[src/rtl/lut_neuron_table_loader.sv]
// Runtime-loadable LUT neuron: streams a truth table in over a valid/ready port, then serves
// registered lookups. Optional load parity check enabled by defining LUT_LOAD_PARITY_EN.
module lut_neuron_table_loader #(
    parameter int unsigned IN_BITS  = 8,
    parameter int unsigned OUT_BITS = 1,
    parameter int unsigned WORD_W   = 32
) (
    input  logic                clk,
    input  logic                rst_n,
    input  logic                cfg_start,
    input  logic                cfg_valid,
    input  logic [WORD_W-1:0]   cfg_data,
`ifdef LUT_LOAD_PARITY_EN
    input  logic                cfg_parity,
`endif
    output logic                cfg_ready,
    output logic                cfg_done,
    output logic                cfg_err,
    input  logic                in_valid,
    input  logic [IN_BITS-1:0]  M0,
    output logic                out_valid,
    output logic [OUT_BITS-1:0] M1
);

    localparam int unsigned Depth  = 2 ** IN_BITS;
    localparam int unsigned TBits  = Depth * OUT_BITS;
    localparam int unsigned NWORDS = TBits / WORD_W;
    localparam int unsigned CntW   = (NWORDS > 1) ? $clog2(NWORDS) : 1;
    localparam int unsigned IdxW   = (TBits > 1) ? $clog2(TBits) : 1;

    typedef enum logic [1:0] {StIdle, StLoad, StReady} state_e;

    state_e              state_q, state_d;
    logic [CntW-1:0]     word_cnt_q, word_cnt_d;
    logic                done_q, done_d;
    logic [TBits-1:0]    table_q;
    logic                out_valid_q;
    logic [OUT_BITS-1:0] m1_q;
    logic                accept;
    logic                last_word;
    logic                par_ok;
    logic                lookup;
    logic [IdxW-1:0]     wr_base;
    logic [IdxW-1:0]     rd_base;

    assign cfg_ready = (state_q == StLoad);
    // A start in the same cycle as a word discards that word.
    assign accept    = cfg_valid & cfg_ready & ~cfg_start;
    assign last_word = (word_cnt_q == CntW'(NWORDS - 1));
    assign lookup    = in_valid & (state_q == StReady);
    assign wr_base   = IdxW'(word_cnt_q) * IdxW'(WORD_W);
    assign rd_base   = IdxW'(M0) * IdxW'(OUT_BITS);

`ifdef LUT_LOAD_PARITY_EN
    logic err_q, err_d;
    assign par_ok  = ~(^{cfg_parity, cfg_data});
    assign cfg_err = err_q;
`else
    assign par_ok  = 1'b1;
    assign cfg_err = 1'b0;
`endif

    always_comb begin
        state_d    = state_q;
        word_cnt_d = word_cnt_q;
        done_d     = 1'b0;
`ifdef LUT_LOAD_PARITY_EN
        err_d      = err_q;
`endif
        if (cfg_start) begin
            state_d    = StLoad;
            word_cnt_d = '0;
`ifdef LUT_LOAD_PARITY_EN
            err_d      = 1'b0;
`endif
        end else if (accept) begin
            if (!par_ok) begin
                state_d    = StIdle;
                word_cnt_d = '0;
`ifdef LUT_LOAD_PARITY_EN
                err_d      = 1'b1;
`endif
            end else if (last_word) begin
                state_d    = StReady;
                word_cnt_d = '0;
                done_d     = 1'b1;
            end else begin
                word_cnt_d = word_cnt_q + 1'b1;
            end
        end
    end

    always_ff @(posedge clk or negedge rst_n) begin
        if (!rst_n) begin
            state_q     <= StIdle;
            word_cnt_q  <= '0;
            done_q      <= 1'b0;
            out_valid_q <= 1'b0;
            m1_q        <= '0;
`ifdef LUT_LOAD_PARITY_EN
            err_q       <= 1'b0;
`endif
        end else begin
            state_q     <= state_d;
            word_cnt_q  <= word_cnt_d;
            done_q      <= done_d;
            out_valid_q <= lookup;
            if (lookup) begin
                m1_q <= table_q[rd_base +: OUT_BITS];
            end
`ifdef LUT_LOAD_PARITY_EN
            err_q       <= err_d;
`endif
        end
    end

    // Table storage is deliberately not reset so it maps onto distributed RAM.
    always_ff @(posedge clk) begin
        if (accept) begin
            table_q[wr_base +: WORD_W] <= cfg_data;
        end
    end

    assign cfg_done  = done_q;
    assign out_valid = out_valid_q;
    assign M1        = m1_q;

endmodule
[config.mk]
export PLATFORM = sky130hd
export DESIGN_NAME = lut_neuron_table_loader
export DESIGN_NICKNAME = d
export VERILOG_FILES = /design/src/rtl/lut_neuron_table_loader.sv
export SDC_FILE = /design/constraint.sdc
export NUM_CORES = 1
export LEC_CHECK = 0
export ABC_AREA = 1
export ABC_CLOCK_PERIOD_IN_PS = 3700
export CAP_MARGIN = 20
export CORE_MARGIN = 2
export CORE_UTILIZATION = 55
export DETAILED_ROUTE_END_ITERATION = 8
export PLACE_DENSITY = 0.76
export SLEW_MARGIN = 20
export SYNTH_ARGS = -nofsm -noshare
export SYNTH_HDL_FRONTEND = slang
export SYNTH_SLANG_ARGS = --single-unit
[constraint.sdc]
create_clock -name clk -period 3.7 [get_ports clk]
set_clock_uncertainty 0.2 [all_clocks]
set_input_delay 0.74 -clock clk [delete_from_list [all_inputs] [get_ports clk]]
set_output_delay 0.74 -clock clk [all_outputs]
set_load 0.05 [all_outputs]
# Word-level counts from Yosys, hierarchy flattened
# Index checks and enable logic that the tools add are counted.
[word_totals] reg_bits=264 latch_bits=0 ramBits=0 mem_bits_ro=0 out_inout_bits=5 wordCells=31 n_memories=0
[op_classes] n_addsub=2 multipliers=0 div_mod_pow=0 n_lt_le_gt_ge=0 n_eq_ne=3 shifts=3 n_mux=10 n_bitwise=4 n_reduce_logical=3
[op_table] cell="bitwise mux 256 bit" n=1
[op_table] cell="variable shift 32 x 10 -> 256 bit (first input constant)" n=1
[op_table] cell="variable part select 256 x 9 -> 1 bit" n=1
[op_table] cell="variable part select 32 x 10 -> 256 bit" n=1
[op_table] cell="negator 8 -> 10 bit" n=1
[op_table] cell="2-to-1 mux 3 bit" n=3
[op_table] cell="2-to-1 mux 2 bit" n=3
[op_table] cell="nonzero test 2 bit" n=2
[op_table] cell="adder 3 x 1 -> 3 bit (second input constant)" n=1
[op_table] cell="AND 1 bit" n=3
[op_table] cell="== test 3 bit (second input constant)" n=1
[op_table] cell="2-to-1 mux 1 bit" n=3
[op_table] cell="== test 2 x 1 -> 1 bit (second input constant)" n=1
[op_table] cell="== test 2 bit (second input constant)" n=1
[op_table] cell="AND reduction 2 bit" n=1
[op_table] cell="NOT 1 bit" n=1

# Longest topological paths before layout
[depth] ltp_word=5 depth_mapped=15 depth_no_buf=13

# Least setup slack after synthesis
# Ideal clock, no wire load.
[synth_path] kind="reg-to-reg" start="register state_q[1]" end="register table_q[0] (enable)" setup_time_ps=421 arrival_ps=3065 slack_ps=14 stages_incl_launch_ff=6 n_path_buf=0 period_less_slack_ps=3686 cell_sequence="dfrtp_1 -> nor2_1 -> nand2_1 -> nor2_1 -> clkinv_1 -> nor2_1"
[synth_via] elab_chain_len=3
[synth_rtl] item="start, declared" line_no="33" source="state_e state_q, state_d;"
[synth_rtl] item="start signal, assigned" line_no="95" source="state_q <= StIdle;"
[synth_rtl] item="start signal, assigned" line_no="104" source="state_q <= state_d;"
[synth_rtl] item="== test 2 x 1 -> 1 bit" line_no="46" source="assign cfg_ready = (state_q == StLoad);"
[synth_rtl] item="named net cfg_ready" line_no="16" source="output logic cfg_ready,"
[synth_rtl] item="AND 1 bit (2 in series)" line_no="48" source="assign accept = cfg_valid & cfg_ready & ~cfg_start;"
[synth_rtl] item="end signal, assigned by index" line_no="120" source="table_q[wr_base +: WORD_W] <= cfg_data;"
[synth_rtl] item="end, declared" line_no="36" source="logic [TBits-1:0] table_q;"
# The timed path passes the listed nets, and every way through them passes these cells.
# A chain may end at the register's enable or synchronous reset.

==> results.sh <==
export IMPL_maxSlewViolCount=0
export IMPL_clkTransAtPathRegs_ps=60
export IMPL_grt_use_total_pct=26.61
export IMPL_ioPinCount=50
export IMPL_coreArea_um2=21760
export IMPL_cts_setup_buffers=0
export IMPL_drcViolationCount=0
export IMPL_status="finished, final reports clean"
export IMPL_routed_via_density=5.890
export IMPL_arrival_ps=2900
export IMPL_worstPathBufferInverterCount=4
export IMPL_synth_avg_cell_area_um2=9.822
export IMPL_ys_warnings_count=0
export IMPL_antenna_found_initial=0
export IMPL_slowest_delay_ps=400
export IMPL_cts_tree="built"
export IMPL_place_congestion=0.8598
export IMPL_die_area_um2=23350
export IMPL_setup_viol=0
export IMPL_hold_buffers=0
export IMPL_hold_violations=0
export IMPL_p_switching_mw=1.576
export IMPL_place_ws_ps=693.2
export IMPL_crit_cells=9
export IMPL_p_sw_share_pct=24.24
export IMPL_synth_cell_types=21
export IMPL_synth_edf_count=256
export IMPL_ys_flop_type="edfxtp_1"
export IMPL_fill_cells=1764
export IMPL_worstSkewPairLatency_ps=540
export IMPL_peakVddDrop_mv=0.3543
export IMPL_r2r_cells=9
export IMPL_synth_nets=1290
export IMPL_p_seq_share_pct=50.8
export IMPL_startpoint_type="register"
export IMPL_area_growth_pct=12.22
export IMPL_synth_yosys_seq_area_share_pct=64.76
export IMPL_synth_common_cells="300 x nand2_1, 256 x edfxtp_1, 251 x nand3_1"
export IMPL_h_tree_depth=1
export IMPL_ant_nets=0
export IMPL_slowest_stage="dfrtp_1"
export IMPL_min_path_type="in -> async"
export IMPL_ys_top_cells_by_area="edfxtp_1 63%, nand3_1 10%, nand2_1 9.2%, nor2_1 7.5%, buf_6 2.1%"
export IMPL_layoutNonFillerInstCount=1568
export IMPL_power_density_nw_per_um2=475.7
export IMPL_pwr_share_clk_pct=39.8
export IMPL_fp_dieW_um=152.8
export IMPL_die_h_um=152.8
export IMPL_drt_iter0_drc=1129
export IMPL_grt_overflow=0
export IMPL_clockRootBuffer="clkbuf_16"
export IMPL_worst_slack_ps=793.2
export IMPL_start_util_pct=55.98
export IMPL_grt_pass1_wl_um=48470
export IMPL_cts_sinks=264
export IMPL_hpwl_um=19050
export IMPL_cts_buffer_depth=3
export IMPL_cpLargestDelayFamily="buffers and inverters"
export IMPL_cts_made_buffers=27
export IMPL_routed_wl_um=31160
export IMPL_ys_seq_elements=264
export IMPL_layout_drive_gt1_share_pct=6.522
export IMPL_syn_inst=1240
export IMPL_drt_pass1_iter_count=5
export IMPL_grt_max_degree=129
export IMPL_worst_setup_path_type="reg -> reg"
export IMPL_nets=1317
export IMPL_yosysTopAreaCellShare_pct=63.12
export IMPL_via_count=9236
export IMPL_yosysTopAreaCell="edfxtp_1"
export IMPL_port_buffers=48
export IMPL_leakage_nw=5.146
export IMPL_p_int_mw=4.925
export IMPL_maxCapViolations=0
export IMPL_worst_pin_slew_ps=842.8
export IMPL_grt_pass1_vias=9001
export IMPL_dp_cells=1518
export IMPL_fin_crit_sh_pct=78.56
export IMPL_rows=54
export IMPL_endpoint_kind="register"
export IMPL_crit_path_cell_trace="inv_1, ha_1, ha_1, nor2_1, inv_1, nor2_1, clkinv_1, nor2_2, buf_4"
export IMPL_slew_headroom_pct=43.82
export IMPL_tns_ps=0
export IMPL_syn_area_um2=12180
export IMPL_async_flop_share_pct=3.030
export IMPL_ctsResizeCount=0
export IMPL_rsz0062_at_grt="no"
export IMPL_wl_per_cell_um=19.87
export IMPL_diodes=0
export IMPL_required_ps=3690
export IMPL_combinationalPowerShare_pct=9.4
export IMPL_max_freq_ghz=0.3440
export IMPL_yosysMostFrequentCell="nand2_1"
export IMPL_worst_path_max_fanout=32
export IMPL_period_needed_ps=2907
==> worst paths after layout <==
check,start,to,slack [ps]
worst max register to register,word_cnt_q[0],table_q[107],790
min in group clk,state_q[0],state_q[0],320
max in group asynchronous,rst_n,word_cnt_q[0],2760
worst min-delay path,rst_n,out_valid,280
worst min register to register,state_q[0],state_q[0],320
worst max-delay path,word_cnt_q[0],table_q[107],790
==> sequential cells by signal, indices dropped and copies added (netlist names) <==
register / cells
M1: 1
cfg_done: 1
out_valid: 1
state_q: 2
table_q: 256
word_cnt_q: 3
==> worst reg2reg max path, delay by kind of cell (launching register included) <==
| kind | cells | cell delay (ps) |
|---|---|---|
| buffers and inverters | 4 | 960 |
| adders and majority gates | 2 | 460 |
| DFF | 1 | 400 |
| and+or+nand+nor | 3 | 520 |
==> power groups by stage <==
stage / combinational, mW / sequential (mW) / clock (mW)
global route: 0.664 / 3.30 / 2.71
floorplan: 0.386 / 3.36 / 0
global placement: 0.586 / 3.36 / 0
finish: 0.610 / 3.30 / 2.59
CTS: 0.602 / 3.30 / 2.60
detailed placement: 0.598 / 3.36 / 0
==> layout by cell type, fill, tap and decap left out, types with 5 or more instances in the layout <==
cell type,instances
nand3_1,251
dfrtp_1,8
inv_1,52
clkinv_1,5
nor2_4,5
nand2_1,300
clkdlybuf4s50_1,46
buf_12,5
edfxtp_1,256
clkbuf_8,6
clkbuf_16,27
buf_4,27
nor3_1,32
clkbuf_1,6
ha_1,5
clkinv_2,7
nor2_1,235
==> layout make-up <==
type,instances,area (µm²),share of cell area [%]
flip-flops and latches,264,7888,57.71
well taps,280,350.3,2.563
repair buffers,79,768.2,5.621
multi-input cells,839,3610,26.41
inverters,56,211.5,1.547
clock inverters,11,58.81,0.4303
clock buffers,39,780.7,5.713
==> layer usage <==
layer  GRT usage [%]  up-vias  wire length [µm]
met3           4.593       76              3141
met2           42.86      526             14900
met4           10.58        0              1114
li1                -     4227                 -
met1           36.44     4407             12010
met5               0        -                 0
==> logic make-up after synthesis <==
group | after synthesis | synth area share (%)
other | 1 | 0.03079
adders and majority gates | 5 | 0.5137
and+or+nand+nor | 828 | 28.48
DFF | 264 | 64.76
AOI/OAI and AO/OA | 5 | 0.2466
buffers and inverters | 137 | 5.969
==> per-stage QoR <==
stage | hold WS, ps | utilization (%) | power, mW | cell area, µm²
after floorplan | 244.4 | - | 3.747 | 12180
after global placement | 296.3 | 58.96 | 3.947 | 12830
after detailed placement | 282.5 | 58.96 | 3.961 | 12830
after CTS | 282.5 | 62.82 | 6.498 | 13670
after global routing | 304.5 | 62.82 | 6.679 | 13670
final | 277.0 | 62.82 | 6.501 | 13670
No activity file was read; power rests on OpenSTA's default activity.
